$ cat config.mk
export PLATFORM = sky130hd
export DESIGN_NAME = noc_vc_fifo
export DESIGN_NICKNAME = d
export VERILOG_FILES = /design/src/rtl/noc_vc_fifo_pkg.sv /design/src/rtl/noc_vc_fifo_ctrl.sv /design/src/rtl/noc_vc_fifo.sv
export SDC_FILE = /design/constraint.sdc
export NUM_CORES = 1
export LEC_CHECK = 0
export CAP_MARGIN = 20
export CORE_MARGIN = 10
export CORE_UTILIZATION = 45
export CTS_BUF_LIST = sky130_fd_sc_hd__clkbuf_4
export DETAILED_ROUTE_END_ITERATION = 16
export PLACE_DENSITY = 0.71
export REMOVE_ABC_BUFFERS = 1
export SLEW_MARGIN = 10
export SYNTH_ARGS = -nofsm -noshare
export SYNTH_HDL_FRONTEND = slang
export SYNTH_SLANG_ARGS = --single-unit
export TNS_END_PERCENT = 1
$ cat constraint.sdc
create_clock -name clk -period 7.5 [get_ports clk]
set_input_delay 1.5 -clock clk [delete_from_list [all_inputs] [get_ports clk]]
set_output_delay 1.5 -clock clk [all_outputs]
set_load 0.02 [all_outputs]
$ cat src/rtl/noc_vc_fifo_pkg.sv
// ---------------------------------------------------------------------------
// noc_vc_fifo_pkg
// Shared defaults for the multi-VC input buffer and the router-level
// instances that use it. These are the flit width, pointer width, depth per
// VC, number of VCs, VC index width and almost-full threshold. The package
// also provides a helper that gives the width of one per-VC count slice.
// ---------------------------------------------------------------------------
package noc_vc_fifo_pkg;

  localparam int NOC_DATA_WIDTH   = 12;
  localparam int NOC_ADDR_WIDTH   = 3;
  localparam int NOC_RAM_DEPTH    = 8;
  localparam int NOC_NUM_VC       = 4;
  localparam int NOC_VC_WIDTH     = 2;
  localparam int NOC_AFULL_THRESH = 6;

  // A count needs one bit more than a pointer, so a VC can report that it
  // holds exactly RAM_DEPTH entries.
  function automatic int cntWidth(input int addrWidth);
    return addrWidth + 1;
  endfunction

endpackage

$ cat src/rtl/noc_vc_fifo_ctrl.sv
// ---------------------------------------------------------------------------
// noc_vc_ctrl
// Bookkeeping for a single virtual channel: read/write pointers, occupancy
// count, the full/empty/almost-full flags and the sticky error flags.
// The storage array itself lives in the parent.
//
// Ports
//   clk, rst          clock and synchronous active-high reset
//   wr_req_i          a write addressed to this VC (accepted or not)
//   rd_req_i          a read addressed to this VC (accepted or not)
//   wr_acc_i          the write to this VC is accepted this cycle
//   rd_acc_i          the read from this VC is accepted this cycle
//   err_clr_i         clears the sticky error flags
//   wr_ptr_o          next storage slot to write
//   rd_ptr_o          slot holding the head flit
//   count_o           occupancy, 0..RAM_DEPTH
//   full_o, empty_o, almost_full_o   decoded from the registered count
//   overflow_o        sticky: a write was rejected because the VC was full
//   underflow_o       sticky: a read was rejected because the VC was empty
// ---------------------------------------------------------------------------
module noc_vc_ctrl
  import noc_vc_fifo_pkg::*;
#(
  parameter int ADDR_WIDTH   = NOC_ADDR_WIDTH,
  parameter int RAM_DEPTH    = NOC_RAM_DEPTH,
  parameter int AFULL_THRESH = NOC_AFULL_THRESH
) (
  input  logic                  clk,
  input  logic                  rst,
  input  logic                  wr_req_i,
  input  logic                  rd_req_i,
  input  logic                  wr_acc_i,
  input  logic                  rd_acc_i,
  input  logic                  err_clr_i,
  output logic [ADDR_WIDTH-1:0] wr_ptr_o,
  output logic [ADDR_WIDTH-1:0] rd_ptr_o,
  output logic [ADDR_WIDTH:0]   count_o,
  output logic                  full_o,
  output logic                  empty_o,
  output logic                  almost_full_o,
  output logic                  overflow_o,
  output logic                  underflow_o
);

  localparam logic [ADDR_WIDTH:0] DEPTH_C = (ADDR_WIDTH+1)'(RAM_DEPTH);
  localparam logic [ADDR_WIDTH:0] AFULL_C = (ADDR_WIDTH+1)'(AFULL_THRESH);

  logic [ADDR_WIDTH-1:0] wrPtr_q, wrPtr_d;
  logic [ADDR_WIDTH-1:0] rdPtr_q, rdPtr_d;
  logic [ADDR_WIDTH:0]   count_q, count_d;
  logic                  overflow_q, overflow_d;
  logic                  underflow_q, underflow_d;

  // Next-state logic. The pointers wrap naturally because RAM_DEPTH is a
  // power of two. A simultaneous accepted read and write leaves the count
  // unchanged. A request that is rejected sets its error flag. That set
  // takes priority over err_clr in the same cycle, so an error is never lost.
  always_comb begin
    wrPtr_d     = wrPtr_q;
    rdPtr_d     = rdPtr_q;
    count_d     = count_q;
    overflow_d  = overflow_q;
    underflow_d = underflow_q;

    if (wr_acc_i) wrPtr_d = wrPtr_q + 1'b1;
    if (rd_acc_i) rdPtr_d = rdPtr_q + 1'b1;

    if (wr_acc_i && !rd_acc_i)      count_d = count_q + 1'b1;
    else if (rd_acc_i && !wr_acc_i) count_d = count_q - 1'b1;

    if (err_clr_i) begin
      overflow_d  = 1'b0;
      underflow_d = 1'b0;
    end
    if (wr_req_i && !wr_acc_i) overflow_d  = 1'b1;
    if (rd_req_i && !rd_acc_i) underflow_d = 1'b1;
  end

  // State register. Reset returns the VC to empty and ignores any request
  // that is present in the same cycle.
  always_ff @(posedge clk) begin
    if (rst) begin
      wrPtr_q     <= '0;
      rdPtr_q     <= '0;
      count_q     <= '0;
      overflow_q  <= 1'b0;
      underflow_q <= 1'b0;
    end else begin
      wrPtr_q     <= wrPtr_d;
      rdPtr_q     <= rdPtr_d;
      count_q     <= count_d;
      overflow_q  <= overflow_d;
      underflow_q <= underflow_d;
    end
  end

  assign wr_ptr_o      = wrPtr_q;
  assign rd_ptr_o      = rdPtr_q;
  assign count_o       = count_q;
  assign full_o        = (count_q == DEPTH_C);
  assign empty_o       = (count_q == '0);
  assign almost_full_o = (count_q >= AFULL_C);
  assign overflow_o    = overflow_q;
  assign underflow_o   = underflow_q;

endmodule

$ cat src/rtl/noc_vc_fifo.sv
// ---------------------------------------------------------------------------
// noc_vc_fifo
// Multi-virtual-channel input buffer for one NoC router port. NUM_VC
// independent FIFOs share one partitioned storage array. Reads are
// first-word-fall-through: data_out always shows the head flit of rd_vc.
//
// Ports
//   clk, rst       clock and synchronous active-high reset
//   wr_en, wr_vc, data_in   write request, target VC and flit
//   rd_en, rd_vc   pop request and the VC presented on data_out
//   data_out       head flit of rd_vc (combinational from storage)
//   full, empty, almost_full   per-VC flags, bit i = VC i
//   count          per-VC occupancy, VC i in [i*(ADDR_WIDTH+1) +: ADDR_WIDTH+1]
//   overflow, underflow        per-VC sticky error flags
//   err_clr        clears all sticky error flags on the next edge
// ---------------------------------------------------------------------------
module noc_vc_fifo
  import noc_vc_fifo_pkg::*;
#(
  parameter int DATA_WIDTH   = NOC_DATA_WIDTH,
  parameter int ADDR_WIDTH   = NOC_ADDR_WIDTH,
  parameter int RAM_DEPTH    = NOC_RAM_DEPTH,
  parameter int NUM_VC       = NOC_NUM_VC,
  parameter int VC_WIDTH     = NOC_VC_WIDTH,
  parameter int AFULL_THRESH = NOC_AFULL_THRESH
) (
  input  logic                                clk,
  input  logic                                rst,
  input  logic                                wr_en,
  input  logic [VC_WIDTH-1:0]                 wr_vc,
  input  logic [DATA_WIDTH-1:0]               data_in,
  input  logic                                rd_en,
  input  logic [VC_WIDTH-1:0]                 rd_vc,
  output logic [DATA_WIDTH-1:0]               data_out,
  output logic [NUM_VC-1:0]                   full,
  output logic [NUM_VC-1:0]                   empty,
  output logic [NUM_VC-1:0]                   almost_full,
  output logic [NUM_VC*(ADDR_WIDTH+1)-1:0]    count,
  output logic [NUM_VC-1:0]                   overflow,
  output logic [NUM_VC-1:0]                   underflow,
  input  logic                                err_clr
);

  localparam int CW = cntWidth(ADDR_WIDTH);

  logic [DATA_WIDTH-1:0] mem_q [NUM_VC*RAM_DEPTH];

  logic [NUM_VC-1:0]     wrReq, rdReq, wrAcc, rdAcc;
  logic [ADDR_WIDTH-1:0] wrPtr [NUM_VC];
  logic [ADDR_WIDTH-1:0] rdPtr [NUM_VC];
  logic [CW-1:0]         vcCount [NUM_VC];

  logic                  wrVcValid, rdVcValid;
  logic [ADDR_WIDTH-1:0] wrPtrSel, rdPtrSel;

  // A VC index beyond NUM_VC matches no channel. Such a request is dropped
  // silently and raises no error flag.
  assign wrVcValid = ({1'b0, wr_vc} < (VC_WIDTH+1)'(NUM_VC));
  assign rdVcValid = ({1'b0, rd_vc} < (VC_WIDTH+1)'(NUM_VC));

  for (genvar i = 0; i < NUM_VC; i++) begin : g_vc
    // Acceptance is decoded from the pre-edge flags. A full VC therefore
    // rejects a write even when a read from it is accepted in the same cycle.
    assign wrReq[i] = wr_en && (wr_vc == VC_WIDTH'(i));
    assign rdReq[i] = rd_en && (rd_vc == VC_WIDTH'(i));
    assign wrAcc[i] = wrReq[i] && !full[i];
    assign rdAcc[i] = rdReq[i] && !empty[i];

    noc_vc_ctrl #(
      .ADDR_WIDTH   (ADDR_WIDTH),
      .RAM_DEPTH    (RAM_DEPTH),
      .AFULL_THRESH (AFULL_THRESH)
    ) u_ctrl (
      .clk           (clk),
      .rst           (rst),
      .wr_req_i      (wrReq[i]),
      .rd_req_i      (rdReq[i]),
      .wr_acc_i      (wrAcc[i]),
      .rd_acc_i      (rdAcc[i]),
      .err_clr_i     (err_clr),
      .wr_ptr_o      (wrPtr[i]),
      .rd_ptr_o      (rdPtr[i]),
      .count_o       (vcCount[i]),
      .full_o        (full[i]),
      .empty_o       (empty[i]),
      .almost_full_o (almost_full[i]),
      .overflow_o    (overflow[i]),
      .underflow_o   (underflow[i])
    );

    assign count[i*CW +: CW] = vcCount[i];
  end

  // Pointer selection for the single write port and the single read port.
  // An out-of-range VC selects slot 0 and is masked further down.
  always_comb begin
    wrPtrSel = '0;
    rdPtrSel = '0;
    if (wrVcValid) wrPtrSel = wrPtr[wr_vc];
    if (rdVcValid) rdPtrSel = rdPtr[rd_vc];
  end

  // Storage write. The VC index forms the upper address bits, so each VC
  // owns a contiguous block of RAM_DEPTH slots. Storage is never reset, and
  // a write that arrives in a reset cycle is discarded.
  always_ff @(posedge clk) begin
    if (!rst && (|wrAcc)) begin
      mem_q[{wr_vc, wrPtrSel}] <= data_in;
    end
  end

  // First-word-fall-through read. The head slot of rd_vc drives data_out
  // directly, so the flit is visible in the same cycle as rd_en.
  always_comb begin
    data_out = '0;
    if (rdVcValid) data_out = mem_q[{rd_vc, rdPtrSel}];
  end

endmodule
==> run summary, run 1 <==
The first TritonRoute pass finished after 6 iterations. In this run the worst hold path is classified as flip-flop to flip-flop. The logs give 0 for the number of maximum-capacitance constraint violations and 0.0658 ns for the largest clock skew in the final design.

For the starting density of the core, the log shows 45.7%. The run finished with clean final reports. The total via count after detailed routing is 11300. The average footprint of a synthesized cell came out at 14.1 sq um.

The worst setup path is launched from an input pin. Maximum clock frequency: 143 MHz. After synthesis, the most frequently instantiated cells are sky130_fd_sc_hd__edfxtp_1 (384), sky130_fd_sc_hd__nand2_1 (185), sky130_fd_sc_hd__nor2_1 (108), sky130_fd_sc_hd__mux2i_1 (59), sky130_fd_sc_hd__nand3_1 (50). 69 I/O pins were placed.

The logs give 12500 sq um for the register area and 3 for the number of levels the H-tree was split into. The core region is 38700 sq um. Summed over all nets, the half-perimeter wirelength after detailed placement is 26.6 mm.

The number of clock buffers inserted by TritonCTS came out at 105. The kind of capture point of the worst setup path was an output port. After global routing the overflow that remains totals 0. The tools report the number of pins with negative max-slew slack in the final report as 0.

The number of storage elements in the synthesis netlist was 432. In the final routed layout, each cell accounts on average for 21.4 microns. The area growth from synthesis to final layout came out at 15.5%. In this run the number of cells on the critical path is 8. The share of synthesized area in the top cell type comes to 65.1%. The floorplan step set the die height to 218 microns. The count of endpoints failing hold in the final timing report was 0; the number of buffers and inverters on the critical path was 3.

Global-route wire length before repair: 65.5 mm. The prevailing post-synth register cell is sky130_fd_sc_hd__edfxtp_1. Counting instances, the worst hold path has a depth of 2. Summed over all cells, the static leakage comes to 0.00693 uW. Routability-driven placement finished with a final weighted congestion of 0.840. After synthesis, the netlist uses 48 different library cells.

The setup path with the least slack is of type input pin to output port. The count of hold buffers inserted by post-cts repair is 0, and the number of sinks driven by the clock tree is 432. For this block, the initial DRC count from the detailed router was 1016. In the final layout, the share of cells above drive strength 1 is 17.1%. The count of buffers added on input and output ports is 68.

For the worst setup path, the data required time is 6.00 ns. The number of global-route vias before repair was 11400; the number of cell instances on the worst register-to-register path was 6. For this run, asynchronously set or reset flops after synthesis account for 0%. After detailed routing, the total wire length is 42.7 mm. The floorplan step defined a die boundary enclosing 47700 sq um. Clock-pin slew was measured on the worst setup and hold paths at 0.07 ns. Cell type with the highest occurrence count on the critical path: sky130_fd_sc_hd__clkdlybuf4s50_1. The post-route clock period utilization was 93.2%.

By area the synthesized netlist is led by sky130_fd_sc_hd__edfxtp_1 (65%), sky130_fd_sc_hd__dfxtp_1 (5.4%), sky130_fd_sc_hd__nand2_1 (3.9%). For the worst-skew pair, the clock arrives at the later sink with an insertion delay of 0.78 ns. The mapped netlist covers 17700 sq um.

Maximum net fanout on the critical path: 67. Most numerous cell in the Yosys netlist: sky130_fd_sc_hd__edfxtp_1. The run gives 0 as the number of setup violations in the final report.

The worst stage delay on the critical path was 0.81 ns; the max-slew headroom at the worst pin was 38.9%. The largest total area in the synthesized netlist belongs to sky130_fd_sc_hd__edfxtp_1. The number of instances in the synthesized netlist came out at 1258. Yosys mapped a number of flops with a built-in enable equal to 384. The number of gates resized after CTS was 0.

Setup repair after global routing left no endpoint under its margin. For this run, the register share of the synthesized area comes to 70.6%. Among all stages on the critical path, the largest delay is contributed by sky130_fd_sc_hd__clkdlybuf4s50_1.

TritonCTS built the clock tree. Walking the worst path, the cells encountered are clkdlybuf4s50_1 > mux4_2 > buf_4 > nand2_1 > o32ai_1 > o21ai_0 > nand4_1 > clkdlybuf4s50_1. The die is 218 microns wide.

In the global route stage, overall resource usage came out at 17.9%. Entering global routing, the biggest net connects 70 pins. The kind of cell adding the most delay to the critical path was buffers and inverters.

The multi-input combinational cells in the finished layout cover a total of 4730 sq um. For the pin with the worst max-slew slack, the measured transition is 0.904 ns. The number of buffers between clock root and the deepest sink is 3.

Clock tree synthesis selected as its root buffer the cell sky130_fd_sc_hd__clkbuf_4. For the number of antenna violations at the first check in global routing, the log shows 3. After the last flow step, the layout net total stands at 1447. For the warning count from the yosys run, the log shows 0. The power per cell area came out at 247 nW/um^2.

The buffers inserted during post-CTS setup optimization came out at 0. The count of nets left with antenna violations after detail routing came out at 0. On the final layout, the worst hold slack is 0.459 ns. STA puts the critical path data arrival time at 5.49 ns. The tools report the maximum vdd drop as 0.144 mV. The worst path in the final design needs a cycle of 6.99 ns, including I/O delays and setup.

The count of filler cells inserted in the layout is 3220. The setup TNS after final layout is 0 ns, and the number of standard-cell rows in the floorplan is 72. For this run, design rule violations remaining after detail routing come to 0.

After detailed routing, the number of vias per cell comes to 5.66.
-- registers in the layout, indices dropped and copies added, names as in the netlist --
signal,flops
mem_q,384
g_vc.u_ctrl.count_o,16
g_vc.u_ctrl.rd_ptr_o,12
g_vc.u_ctrl.wr_ptr_o,12
g_vc.u_ctrl.overflow_o,4
g_vc.u_ctrl.underflow_o,4
-- placed cells by master, fill, tap and decap left out, types with 26 or more instances in the layout --
cell type / synthesis / final
sky130_fd_sc_hd__clkdlybuf4s50_1: 0 / 64
sky130_fd_sc_hd__nand3_1: 50 / 50
sky130_fd_sc_hd__a211oi_1: 33 / 33
sky130_fd_sc_hd__clkbuf_4: 0 / 152
sky130_fd_sc_hd__mux2i_1: 59 / 57
sky130_fd_sc_hd__o21ai_0: 26 / 26
sky130_fd_sc_hd__dfxtp_1: 48 / 48
sky130_fd_sc_hd__nand2_1: 185 / 185
sky130_fd_sc_hd__nor2_1: 108 / 108
sky130_fd_sc_hd__buf_4: 22 / 52
sky130_fd_sc_hd__edfxtp_1: 384 / 384
sky130_fd_sc_hd__nor2b_1: 38 / 37
-- cell type report --
| cell class | instances | area share [%] |
|---|---|---|
| clock buffer | 152 | 5.58 |
| sequential | 432 | 61.1 |
| inverter | 9 | 0.165 |
| clock inverter | 28 | 0.986 |
| antenna | 1 | 0.0122 |
| timing repair buffer | 128 | 5.80 |
| multi-input combinational | 726 | 23.2 |
| tap | 518 | 3.17 |
-- cell families after synthesis --
family	count (synthesis)	synth area share (%)
AO/OA/AOI/OAI	172	7.02
AND/OR/NAND/NOR	422	10.5
XOR/XNOR	28	1.39
adder cells (fa/ha/maj)	24	1.87
buffers and inverters	100	2.79
flip-flops	432	70.6
multiplexers	80	5.82
-- worst reg2reg max path, stage by stage, from the launching register on --
cell	delay [ns]
sky130_fd_sc_hd__dfxtp_1	0.52
sky130_fd_sc_hd__nor4b_1	0.19
sky130_fd_sc_hd__mux4_2	0.48
sky130_fd_sc_hd__nor3b_1	0.46
sky130_fd_sc_hd__nand3b_1	0.47
sky130_fd_sc_hd__nor2_1	0.60
sky130_fd_sc_hd__buf_4	0.31
-- per-stage QoR --
stage	utilization (%)	cells	worst slack, ns	power, uW	instance area (sq um)
after floorplan	-	1167	0.793	2950	17200
after global placement	49.0	1802	0.716	3140	19000
after detailed placement	49.1	1806	0.636	3150	19000
after CTS	52.6	1986	0.629	5070	20400
after global routing	52.8	1994	0.355	5240	20400
final	52.8	1994	0.513	5040	20400
-- layer usage --
| layer | up-vias | track usage [%] | part of all wire (%) |
|---|---|---|---|
| li1 | 5074 | - | - |
| met1 | 5563 | 22.9 | 41 |
| met2 | 542 | 28.1 | 47 |
| met3 | 99 | 5.12 | 9.3 |
| met4 | 4 | 7.29 | 2.8 |
| met5 | - | 0 | 0.080 |
-- worst paths after layout --
| kind | startpoint | to | slack [ns] |
|---|---|---|---|
| setup / recovery | rd_vc[1] | data_out[4] | 0.51 |
| hold / removal | g_vc[3].u_ctrl.underflow_o | g_vc[3].u_ctrl.underflow_o | 0.46 |
| setup reg to reg | g_vc[2].u_ctrl.count_o[1] | mem_q[29][2] | 4.20 |
| hold reg to reg | g_vc[3].u_ctrl.underflow_o | g_vc[3].u_ctrl.underflow_o | 0.46 |
-- report_power, final --
group | switching, uW | leakage (uW) | internal [uW]
clock | 907 | 0.000792 | 1030
combinational | 262 | 0.00229 | 173
sequential | 27.7 | 0.00384 | 2640
Power figures use the tool's default switching activity.
==> inputs of run 2 (changes only) <==
CTS_CLUSTER_DIAMETER = 100   (was default)
==> results of run 2 <==
Same layout as run 1: the final DEF is identical, and so are final timing and power.
